[config.mk]
export PLATFORM = sky130hd
export DESIGN_NAME = digit_recognizer_flat
export DESIGN_NICKNAME = d
export VERILOG_FILES = /design/src/rtl/digit_recognizer_pkg.sv /design/src/rtl/digit_recognizer_if.sv /design/src/rtl/digit_recognizer_rom.sv /design/src/rtl/digit_recognizer.sv /design/src/flat_wrapper.sv
export SDC_FILE = /design/constraint.sdc
export NUM_CORES = 1
export LEC_CHECK = 0
export BUFFER_PORTS_ARGS = -buffer_cell sky130_fd_sc_hd__buf_2
export CAP_MARGIN = 20
export CORE_MARGIN = 5
export CORE_UTILIZATION = 55
export CTS_BUF_LIST = sky130_fd_sc_hd__clkbuf_16
export DETAILED_ROUTE_END_ITERATION = 12
export PLACE_DENSITY_LB_ADDON = 0.25
export SLEW_MARGIN = 20
export SYNTH_ARGS = -nofsm -noshare
export SYNTH_HDL_FRONTEND = slang
export SYNTH_SLANG_ARGS = --single-unit
[constraint.sdc]
create_clock -name clk -period 4.1 [get_ports clk]
set_input_delay 0 -clock clk [delete_from_list [all_inputs] [get_ports clk]]
set_output_delay 0 -clock clk [all_outputs]
set_load 0.005 [all_outputs]
[src/rtl/digit_recognizer_pkg.sv]
// digit_recognizer_pkg -- shared constants for the digit recognizer.
// Holds the team 5x5 digit font (row 0 in bits [24:20], bit 4 of each row is
// the leftmost pixel), the font geometry and the recognizer state enum.
package digit_recognizer_pkg;
  localparam int DIGIT_COUNT = 10;
  localparam int GLYPH_ROWS  = 5;
  localparam int GLYPH_W     = 5;
  localparam int GLYPH_BITS  = GLYPH_ROWS * GLYPH_W;

  localparam logic [24:0] GLYPH_0 = {5'b11111, 5'b10001, 5'b10001, 5'b10001, 5'b11111};
  localparam logic [24:0] GLYPH_1 = {5'b00100, 5'b01100, 5'b00100, 5'b00100, 5'b01110};
  localparam logic [24:0] GLYPH_2 = {5'b11111, 5'b00001, 5'b11111, 5'b10000, 5'b11111};
  localparam logic [24:0] GLYPH_3 = {5'b11111, 5'b00001, 5'b11111, 5'b00001, 5'b11111};
  localparam logic [24:0] GLYPH_4 = {5'b10001, 5'b10001, 5'b11111, 5'b00001, 5'b00001};
  localparam logic [24:0] GLYPH_5 = {5'b11111, 5'b10000, 5'b11111, 5'b00001, 5'b11111};
  localparam logic [24:0] GLYPH_6 = {5'b11111, 5'b10000, 5'b11111, 5'b10001, 5'b11111};
  localparam logic [24:0] GLYPH_7 = {5'b11111, 5'b00001, 5'b00001, 5'b00001, 5'b00001};
  localparam logic [24:0] GLYPH_8 = {5'b11111, 5'b10001, 5'b11111, 5'b10001, 5'b11111};
  localparam logic [24:0] GLYPH_9 = {5'b11111, 5'b10001, 5'b11111, 5'b00001, 5'b11111};

  typedef enum logic [1:0] {
    S_COLLECT = 2'd0,
    S_SEARCH  = 2'd1,
    S_DONE    = 2'd2
  } state_e;
endpackage

[src/rtl/digit_recognizer_if.sv]
// digit_recognizer_if -- row input handshake and result bus.
//   frame_clear : abort current glyph, restart row collection
//   row_valid   : row_bits offered this cycle
//   row_bits    : one glyph row, bit 4 = leftmost pixel
//   row_ready   : recognizer accepts a row this cycle
//   out_valid   : one-cycle result strobe
//   digit_out   : recognized digit 0-9
//   digit_error : last glyph matched no digit
// master = row source / result sink, slave = recognizer.
interface digit_recognizer_if;
  import digit_recognizer_pkg::*;

  logic               frame_clear;
  logic               row_valid;
  logic [GLYPH_W-1:0] row_bits;
  logic               row_ready;
  logic               out_valid;
  logic [3:0]         digit_out;
  logic               digit_error;

  modport master (
    output frame_clear, row_valid, row_bits,
    input  row_ready, out_valid, digit_out, digit_error
  );

  modport slave (
    input  frame_clear, row_valid, row_bits,
    output row_ready, out_valid, digit_out, digit_error
  );
endinterface

[src/rtl/digit_recognizer_rom.sv]
// digit_glyph_rom -- combinational font lookup.
//   i_digit : digit index 0-15
//   o_glyph : 25-bit glyph of that digit, 0 for indices 10-15
module digit_glyph_rom
  import digit_recognizer_pkg::*;
(
  input  logic [3:0]            i_digit,
  output logic [GLYPH_BITS-1:0] o_glyph
);
  always_comb begin
    o_glyph = '0;
    case (i_digit)
      4'd0: o_glyph = GLYPH_0;
      4'd1: o_glyph = GLYPH_1;
      4'd2: o_glyph = GLYPH_2;
      4'd3: o_glyph = GLYPH_3;
      4'd4: o_glyph = GLYPH_4;
      4'd5: o_glyph = GLYPH_5;
      4'd6: o_glyph = GLYPH_6;
      4'd7: o_glyph = GLYPH_7;
      4'd8: o_glyph = GLYPH_8;
      4'd9: o_glyph = GLYPH_9;
      default: o_glyph = '0;
    endcase
  end
endmodule

[src/rtl/digit_recognizer.sv]
// digit_recognizer -- collects five 5-bit rows into a glyph, then walks the
// font one digit per cycle looking for an exact match.
// Ports:
//   clk       : system clock, rising edge
//   reset     : synchronous active-high reset
//   bus       : digit_recognizer_if.slave (row handshake + result)
//   err_count : saturating no-match count, only with DIGIT_RECOGNIZER_STATS_EN
// Optional feature macro: DIGIT_RECOGNIZER_STATS_EN.
module digit_recognizer
  import digit_recognizer_pkg::*;
(
  input  logic clk,
  input  logic reset,
  digit_recognizer_if.slave bus
`ifdef DIGIT_RECOGNIZER_STATS_EN
  ,
  output logic [7:0] err_count
`endif
);
  state_e                r_state, w_next_state;
  logic [2:0]            r_row_cnt;
  logic [3:0]            r_idx;
  logic [GLYPH_BITS-1:0] r_glyph;
  logic [3:0]            r_digit;
  logic                  r_err;

  logic [GLYPH_BITS-1:0] w_rom_glyph;
  logic                  w_row_ready, w_accept, w_last_row, w_match, w_last_idx;
  logic [2:0]            w_wr_row;

  digit_glyph_rom u_rom (.i_digit(r_idx), .o_glyph(w_rom_glyph));

  assign w_row_ready = (r_state == S_COLLECT);
  assign w_accept    = bus.row_valid && w_row_ready;
  // A row arriving with frame_clear starts the new glyph as row 0.
  assign w_wr_row    = bus.frame_clear ? 3'd0 : r_row_cnt;
  assign w_last_row  = (w_wr_row == 3'(GLYPH_ROWS - 1));
  assign w_match     = (r_glyph == w_rom_glyph);
  assign w_last_idx  = (r_idx == 4'(DIGIT_COUNT - 1));

  always_comb begin
    w_next_state = r_state;
    unique case (r_state)
      S_COLLECT: if (w_accept && w_last_row) w_next_state = S_SEARCH;
      S_SEARCH:  if (w_match || w_last_idx)  w_next_state = S_DONE;
      S_DONE:    w_next_state = S_COLLECT;
      default:   w_next_state = S_COLLECT;
    endcase
    if (bus.frame_clear) w_next_state = S_COLLECT;
  end

  always_ff @(posedge clk) begin
    if (reset) begin
      r_state   <= S_COLLECT;
      r_row_cnt <= '0;
      r_idx     <= '0;
      r_glyph   <= '0;
      r_digit   <= '0;
      r_err     <= 1'b0;
    end else begin
      r_state <= w_next_state;

      if (w_accept) r_row_cnt <= w_last_row ? 3'd0 : w_wr_row + 3'd1;
      else if (bus.frame_clear) r_row_cnt <= 3'd0;

      for (int r = 0; r < GLYPH_ROWS; r++)
        if (w_accept && w_wr_row == 3'(r))
          r_glyph[(GLYPH_ROWS-1-r)*GLYPH_W +: GLYPH_W] <= bus.row_bits;

      if (w_accept && w_last_row) r_idx <= '0;
      else if (r_state == S_SEARCH && !w_match && !w_last_idx) r_idx <= r_idx + 4'd1;

      // frame_clear during the search drops the result entirely.
      if (r_state == S_SEARCH && !bus.frame_clear) begin
        if (w_match) begin
          r_digit <= r_idx;
          r_err   <= 1'b0;
        end else if (w_last_idx) begin
          r_digit <= '0;
          r_err   <= 1'b1;
        end
      end
    end
  end

`ifdef DIGIT_RECOGNIZER_STATS_EN
  logic [7:0] r_err_count;
  always_ff @(posedge clk) begin
    if (reset) r_err_count <= '0;
    else if (r_state == S_DONE && r_err && r_err_count != 8'hFF)
      r_err_count <= r_err_count + 8'd1;
  end
  assign err_count = r_err_count;
`endif

  assign bus.row_ready   = w_row_ready;
  assign bus.out_valid   = (r_state == S_DONE);
  assign bus.digit_out   = r_digit;
  assign bus.digit_error = r_err;
endmodule

[src/flat_wrapper.sv]
// flat-port wrapper written by rule: the top's interface ports become plain ports
module digit_recognizer_flat import digit_recognizer_pkg::*;
  (clk, reset, bus_frame_clear, bus_row_valid, bus_row_bits, bus_row_ready, bus_out_valid, bus_digit_out, bus_digit_error);
  digit_recognizer_if bus_i ();
  input  logic clk;
  input  logic reset;
  input wire logic [$bits(bus_i.frame_clear)-1:0] bus_frame_clear;
  input wire logic [$bits(bus_i.row_valid)-1:0] bus_row_valid;
  input wire logic [$bits(bus_i.row_bits)-1:0] bus_row_bits;
  output wire logic [$bits(bus_i.row_ready)-1:0] bus_row_ready;
  output wire logic [$bits(bus_i.out_valid)-1:0] bus_out_valid;
  output wire logic [$bits(bus_i.digit_out)-1:0] bus_digit_out;
  output wire logic [$bits(bus_i.digit_error)-1:0] bus_digit_error;
  assign bus_i.frame_clear = bus_frame_clear;
  assign bus_i.row_valid = bus_row_valid;
  assign bus_i.row_bits = bus_row_bits;
  assign bus_row_ready = bus_i.row_ready;
  assign bus_out_valid = bus_i.out_valid;
  assign bus_digit_out = bus_i.digit_out;
  assign bus_digit_error = bus_i.digit_error;
  digit_recognizer u_core (.clk(clk), .reset(reset), .bus(bus_i));
endmodule
Word-level counts from Yosys, hierarchy flattened
Memory sizes are Yosys's and may differ from the RTL's. A register that Yosys moved wholly into a read port is not among the register bits.
Index checks and enable logic that the tools add are counted.
{"block": "classes", "addsub": 2, "n_eq_ne": 10, "n_mux": 12, "n_reduce_logical": 20}
{"cell": "$eq 25x25->1", "count": 1}
{"cell": "$mux 4", "count": 4}
{"cell": "$logic_and 1x1->1", "count": 9}
{"cell": "$mux 3", "count": 3}
{"cell": "$eq 3x2->1 const B", "count": 2}
{"cell": "$add 4x1->4 const B", "count": 1}
{"cell": "$eq 4x4->1 const B", "count": 1}
{"cell": "$mux 2", "count": 2}
{"cell": "$pmux 2 s2", "count": 1}
{"cell": "$reduce_and 2->1", "count": 2}
{"cell": "$reduce_or 2->1", "count": 2}
{"cell": "$add 3x1->3 const B", "count": 1}
{"cell": "$eq 3x1->1 const B", "count": 1}
{"cell": "$eq 3x3->1 const B", "count": 1}
{"cell": "$logic_not 1->1", "count": 3}
{"cell": "$logic_not 3->1", "count": 1}
{"cell": "$eq 2x1->1 const B", "count": 1}
{"cell": "$eq 2x2->1 const B", "count": 1}
{"cell": "$logic_not 2->1", "count": 1}
{"cell": "$mux 1", "count": 2}
{"cell": "$ne 2x1->1 const B", "count": 1}
{"cell": "$ne 2x2->1 const B", "count": 1}
{"cell": "$reduce_bool 2->1", "count": 1}
{"cell": "$logic_or 1x1->1", "count": 1}
{"block": "word_totals", "register_bits": 39, "mem_bits_ro": 352, "input_bits": 9, "output_inout_bits": 7, "elab_cells": 55, "memories": 1}
{"memory": "(no name shown)", "depth": 16, "width": 22, "read_ports": 1, "rd_clocked_by_memory_dff": 1, "write_ports": 0, "line": "digit_recognizer_rom.sv:12", "rtl": "case (i_digit)"}

Longest topological paths before layout
{"block": "depth", "ltp_word": 6, "ltp_mapped": 11, "depth_no_buf": 11}

Cells and area by module
A second synthesis with hierarchy kept.
{"block": "hier_totals", "cells_unflattened": 268, "area_unflattened_um2": 2366.0}
{"module": "digit_recognizer", "n_inst": 1, "cells_each": 218, "area_each_um2": 2019.4}
{"module": "digit_glyph_rom", "n_inst": 1, "cells_each": 50, "area_each_um2": 346.6}

Least setup slack after synthesis
OpenSTA, ideal clock, no wires.
{"block": "synth_path", "kind": "register to register", "startpoint": "register u_core.r_glyph[21]", "endpoint": "register u_core.u_rom.o_glyph[4] (netlist name)", "arrival_ns": 2.909, "required_ns": 4.020, "slack_ns": 1.112, "path_stages_with_launch": 10, "n_path_buf": 0, "cell_sequence": "dfxtp_1 -> or3_2 -> a222oi_1 -> a21o_2 -> a22oi_1 -> nor2_1 -> inv_1 -> ha_1 -> or4_1 -> o211ai_1"}
{"block": "synth_via", "elab_chain_len": 6}
{"item": "from (decl)", "line": "digit_recognizer.sv:23", "rtl": "logic [GLYPH_BITS-1:0] r_glyph;"}
{"item": "from (signal, indexed assignment)", "line": "digit_recognizer.sv:68", "rtl": "r_glyph[(GLYPH_ROWS-1-r)*GLYPH_W +: GLYPH_W] <= bus.row_bits;"}
{"item": "$eq 25x25->1", "line": "digit_recognizer.sv:38", "rtl": "assign w_match = (r_glyph == w_rom_glyph);"}
{"item": "$logic_not 1->1", "line": "digit_recognizer.sv:71", "rtl": "else if (r_state == S_SEARCH && !w_match && !w_last_idx) r_idx <= r_idx + 4'd1;"}
{"item": "$logic_and 1x1->1 (2 in a row)", "line": "digit_recognizer.sv:71"}
{"item": "$mux 4 (no source line) (2 in a row)"}
No other way between the ends.
A chain may end at the register's enable or synchronous reset.

Worst setup path after layout
{"block": "layout_path", "startpoint": "register u_core.u_rom.o_glyph[20] (netlist name)", "endpoint": "register u_core.u_rom.o_glyph[4] (netlist name)"}
{"block": "layout_via", "elab_chain_len": 6}
{"item": "$eq 25x25->1", "line": "digit_recognizer.sv:38"}
{"item": "$logic_not 1->1", "line": "digit_recognizer.sv:71"}
{"item": "$logic_and 1x1->1 (2 in a row)", "line": "digit_recognizer.sv:71"}
{"item": "$mux 4 (no source line) (2 in a row)"}
No other way between the ends.

==> run_summary.xml <==
<?xml version="1.0" encoding="UTF-8"?>
<metrics>
  <group name="detailed_routing">
    <metric name="routed_via_density" unit="">5.81</metric>
    <metric name="finalWirelength" unit="um">5240</metric>
    <metric name="number_of_nets_with_antenna_violations_after_routing" unit="">0</metric>
    <metric name="drt-pass1-iter-count" unit="">4</metric>
    <metric name="routed-via-count" unit="">1988</metric>
    <metric name="first_iter_violations" unit="">238</metric>
    <metric name="drcViolationCount" unit="">0</metric>
    <metric name="detail_route.wl_per_cell" unit="um">15.3</metric>
  </group>
  <group name="clock_tree">
    <metric name="cts_inserted_buffers" unit="">5</metric>
    <metric name="htreeDepth" unit="">2</metric>
    <metric name="cts_tree" unit="">done</metric>
    <metric name="cts-hold-fix-buffers" unit="">1</metric>
    <metric name="cts_root_buf" unit="">sky130_fd_sc_hd__clkbuf_16</metric>
    <metric name="ctsResizeCount" unit="">0</metric>
    <metric name="cts.reportedPaths.clkPinSlew" unit="ps">70</metric>
    <metric name="cts.path.max_buffers" unit="">2</metric>
    <metric name="worstSkewPairLatency" unit="ps">280</metric>
    <metric name="cts.repair_timing.setup_buffer_count" unit="">0</metric>
    <metric name="clkSinkCount" unit="">52</metric>
  </group>
  <group name="global_route">
    <metric name="grt.overflow.total" unit="">0</metric>
    <metric name="via_count_of_the_first_global_routing_pass" unit="">1828</metric>
    <metric name="antenna_violations_before_repair" unit="">0</metric>
    <metric name="grt_first_pass_wirelength" unit="um">8800</metric>
    <metric name="grtUsageTotal" unit="%">18.4</metric>
    <metric name="maximum_number_of_pins_on_one_net_before_global_route_repair" unit="">36</metric>
  </group>
  <group name="floorplan">
    <metric name="die_h" unit="um">76.2</metric>
    <metric name="dieWidth" unit="um">76.2</metric>
    <metric name="placement_rows" unit="">24</metric>
    <metric name="core-area" unit="um2">4290</metric>
    <metric name="io_pins" unit="">16</metric>
    <metric name="initial_utilization" unit="%">56.1</metric>
    <metric name="dieArea" unit="um2">5800</metric>
  </group>
  <group name="flow_run">
    <metric name="cap_violations" unit="">0</metric>
  </group>
  <group name="sta">
    <metric name="setup_tns" unit="ps">0</metric>
    <metric name="clock.fmax" unit="MHz">300</metric>
    <metric name="drv_slew" unit="">0</metric>
    <metric name="report.final.hold_viol_count" unit="">0</metric>
    <metric name="fin_crit_period" unit="ps">3330</metric>
    <metric name="timing.slew.headroom" unit="%">50.0</metric>
    <metric name="timing_worst_slew_pin_value" unit="ps">750</metric>
    <metric name="rsz0062_at_grt" unit="">no</metric>
    <metric name="final_cycle_utilization_of_the_critical_path" unit="%">81.3</metric>
    <metric name="finClkSkew" unit="ps">8.07</metric>
    <metric name="final-setup-viol-count" unit="">0</metric>
    <metric name="finalWorstSetupSlack" unit="ps">768</metric>
  </group>
  <group name="critical_path">
    <metric name="arrival" unit="ps">3540</metric>
    <metric name="worstReg2RegEnd" unit="">u_core.u_rom.o_glyph[4]$_DFF_P_</metric>
    <metric name="worstPathRequired" unit="ps">4300</metric>
    <metric name="reg2reg_from" unit="">u_core.u_rom.o_glyph[20]$_DFF_P_</metric>
    <metric name="worst_setup_path_end_kind" unit="">flip-flop</metric>
    <metric name="worstPathMaxFanout" unit="">6</metric>
    <metric name="rr_worst_depth" unit="">10</metric>
    <metric name="worst-setup-path-type" unit="">reg -&gt; reg</metric>
    <metric name="timing.reg2reg.setup_slack" unit="ps">770</metric>
    <metric name="cp-start-kind" unit="">flip-flop</metric>
  </group>
  <group name="layout">
    <metric name="final_core_utilization" unit="%">62.5</metric>
    <metric name="fillerInstances" unit="">379</metric>
    <metric name="diodes" unit="">0</metric>
    <metric name="finish.net_count" unit="">311</metric>
    <metric name="fraction_of_layout_cells_with_a_size_suffix_above_1" unit="%">11.4</metric>
    <metric name="layout-area-overhead-vs-synth" unit="%">11.3</metric>
  </group>
  <group name="hold_path">
    <metric name="whs_endpoint" unit="">u_core.r_glyph[14]$_SDFFE_PP0P_</metric>
    <metric name="min_delay_path_depth" unit="">3</metric>
    <metric name="hold_path.class" unit="">in -&gt; reg</metric>
    <metric name="hp-start" unit="">bus_row_bits[4]</metric>
  </group>
  <group name="synth">
    <metric name="yosys_register_bits" unit="">52</metric>
    <metric name="syn_area_per_cell" unit="um2">8.83</metric>
    <metric name="ys_async_sr_fraction" unit="%">0</metric>
    <metric name="synth_sequential_area_ratio" unit="%">43.2</metric>
    <metric name="number_of_enable_type_register_cells_in_the_synthesized_netlist" unit="">0</metric>
    <metric name="synth_area" unit="um2">2410</metric>
    <metric name="syn-num-nets" unit="">294</metric>
    <metric name="synth.distinct_cells" unit="">41</metric>
    <metric name="synth-warning-count" unit="">0</metric>
    <metric name="postSynthCellCount" unit="">273</metric>
    <metric name="postSynth.topFlopCell" unit="">sky130_fd_sc_hd__dfxtp_1</metric>
  </group>
  <group name="pwr">
    <metric name="ir_drop" unit="uV">163</metric>
    <metric name="pwr_density" unit="nW/um2">352</metric>
    <metric name="power.static_leakage" unit="uW">0.00100</metric>
    <metric name="design_power_total" unit="uW">943</metric>
  </group>
  <group name="placement">
    <metric name="detailed_place_hpwl" unit="um">3900</metric>
    <metric name="io_buffers" unit="">15</metric>
    <metric name="gp_congestion" unit="">0.841</metric>
    <metric name="post-place-ws" unit="ps">820</metric>
  </group>
  <group name="status">
    <metric name="run_status" unit="">finished, final reports clean</metric>
  </group>
</metrics>
[placed cells by master, fill, tap and decap left out, types with 2 or more instances in the layout]
cell,n
sky130_fd_sc_hd__nand4_1,6
sky130_fd_sc_hd__inv_1,8
sky130_fd_sc_hd__o21ai_0,8
sky130_fd_sc_hd__a22oi_1,5
sky130_fd_sc_hd__and2_1,4
sky130_fd_sc_hd__or4_1,4
sky130_fd_sc_hd__nand2b_1,3
sky130_fd_sc_hd__xnor2_1,14
sky130_fd_sc_hd__nor4_1,2
sky130_fd_sc_hd__a211oi_1,3
sky130_fd_sc_hd__buf_4,3
sky130_fd_sc_hd__buf_2,15
sky130_fd_sc_hd__nand3_1,22
sky130_fd_sc_hd__or2_2,2
sky130_fd_sc_hd__mux2i_1,12
sky130_fd_sc_hd__o221ai_1,3
sky130_fd_sc_hd__o211ai_1,3
sky130_fd_sc_hd__dfxtp_1,52
sky130_fd_sc_hd__clkbuf_16,5
sky130_fd_sc_hd__or3_1,2
sky130_fd_sc_hd__o2bb2ai_1,2
sky130_fd_sc_hd__nand2_1,22
sky130_fd_sc_hd__a21boi_0,2
sky130_fd_sc_hd__nor3_1,3
sky130_fd_sc_hd__nor2b_1,3
sky130_fd_sc_hd__ha_1,12
sky130_fd_sc_hd__nor2_1,31
sky130_fd_sc_hd__a21oi_1,23
[Yosys cell counts (2+ instances only)]
library cell | instances | area share [%]
sky130_fd_sc_hd__xnor2_1 | 14 | 5.1
sky130_fd_sc_hd__nand4_1 | 6 | 1.6
sky130_fd_sc_hd__clkbuf_1 | 8 | 1.2
sky130_fd_sc_hd__ha_1 | 12 | 6.2
sky130_fd_sc_hd__a21oi_1 | 23 | 4.8
sky130_fd_sc_hd__mux2i_1 | 12 | 5.0
sky130_fd_sc_hd__nand2_1 | 22 | 3.4
sky130_fd_sc_hd__o21ai_0 | 8 | 1.7
sky130_fd_sc_hd__o211ai_1 | 3 | 0.93
sky130_fd_sc_hd__a21boi_0 | 2 | 0.62
sky130_fd_sc_hd__nor2b_1 | 3 | 0.78
sky130_fd_sc_hd__a22oi_1 | 5 | 1.6
sky130_fd_sc_hd__inv_1 | 7 | 1.1
sky130_fd_sc_hd__or4_1 | 4 | 1.2
sky130_fd_sc_hd__or3_1 | 2 | 0.52
sky130_fd_sc_hd__nand3_1 | 22 | 4.6
sky130_fd_sc_hd__and2_1 | 4 | 1.0
sky130_fd_sc_hd__nor2_1 | 31 | 4.8
sky130_fd_sc_hd__a211oi_1 | 3 | 0.93
sky130_fd_sc_hd__o2bb2ai_1 | 2 | 0.73
sky130_fd_sc_hd__dfxtp_1 | 52 | 43
sky130_fd_sc_hd__nor4_1 | 2 | 0.52
sky130_fd_sc_hd__nand2b_1 | 3 | 0.78
sky130_fd_sc_hd__o221ai_1 | 3 | 1.1
sky130_fd_sc_hd__nor3_1 | 3 | 0.62
sky130_fd_sc_hd__or2_2 | 2 | 0.52
[flip-flops by register name, summed over array words and instances, names as in the netlist]
register and flops:
u_core.bus.digit_error 1, u_core.bus.digit_out 4, u_core.r_glyph 25, u_core.r_idx 4
u_core.r_row_cnt 3, u_core.r_state 2, u_core.u_rom.o_glyph 13
[metrics by stage]
| stage | instances | hold WS, ps | area (um2) |
|---|---|---|---|
| global placement | 334 | 271 | 2540 |
| CTS | 342 | 10.4 | 2680 |
| detailed placement | 334 | 288 | 2540 |
| finish | 342 | 13.2 | 2680 |
| floorplan | 273 | 78.5 | 2410 |
| global route | 342 | 14.5 | 2680 |
[report_power, final]
group          internal, uW  switching (uW)
registers               511            3.59
clock network           219             166
logic                  14.2            28.9
total                   744             199
[cell type report]
cell class              count  area (um2)  area share (%)
repair buffers             19         108            4.01
inverters                   8        30.0            1.12
well taps                  52        65.1            2.43
clock inverters             2        8.76           0.326
flip-flops and latches     52        1040            38.8
multi-input cells         204        1310            48.6
clock buffers               5         125            4.66
[worst max-delay path, stage by stage (launching register included)]
cell                       delay (ps)
sky130_fd_sc_hd__dfxtp_1          400
sky130_fd_sc_hd__xnor2_1          150
sky130_fd_sc_hd__nand4_1          150
sky130_fd_sc_hd__nor4_1           660
sky130_fd_sc_hd__nand2_1          170
sky130_fd_sc_hd__a22oi_1          470
sky130_fd_sc_hd__nor2_1           180
sky130_fd_sc_hd__inv_1            150
sky130_fd_sc_hd__ha_1             290
sky130_fd_sc_hd__or4_1            540
sky130_fd_sc_hd__o211ai_1          90
[cells by family after synthesis]
family / after synthesis / synth area share, %
buffers and inverters: 17 / 2.65
adders and majority gates: 12 / 6.23
AOI/OAI and AO/OA: 56 / 15.3
DFF: 52 / 43.2
muxes: 13 / 5.45
and+or+nand+nor: 108 / 21.8
xor gates and xnor gates: 15 / 5.45
[metal layers]
metal / vias up / share of wire [%] / global-route usage (%)
met3: 6 / 4.1 / 3.66
met4: 0 / 1.1 / 6.12
met1: 936 / 45 / 23.6
li1: 1003 / - / -
met2: 43 / 50 / 30.8
met5: - / 0 / 0
[how the worst max path moves through the flow]
| stage | from | end | depth (start not counted) |
|---|---|---|---|
| 2_1_floorplan | u_core.r_glyph[21]$_SDFFE_PP0P_ | u_core.u_rom.o_glyph[4]$_DFF_P_ | 9 |
| 6_report | u_core.u_rom.o_glyph[20]$_DFF_P_ | u_core.u_rom.o_glyph[4]$_DFF_P_ | 10 |
| 5_1_grt | bus_frame_clear | u_core.u_rom.o_glyph[23]$_DFF_P_ | 13 |
| 3_3_place_gp | u_core.u_rom.o_glyph[20]$_DFF_P_ | u_core.u_rom.o_glyph[4]$_DFF_P_ | 10 |
| 3_5_place_dp | u_core.u_rom.o_glyph[20]$_DFF_P_ | u_core.u_rom.o_glyph[4]$_DFF_P_ | 10 |
| 4_1_cts | u_core.u_rom.o_glyph[20]$_DFF_P_ | u_core.u_rom.o_glyph[4]$_DFF_P_ | 10 |
Note: power is estimated with default switching activity, not from simulation.
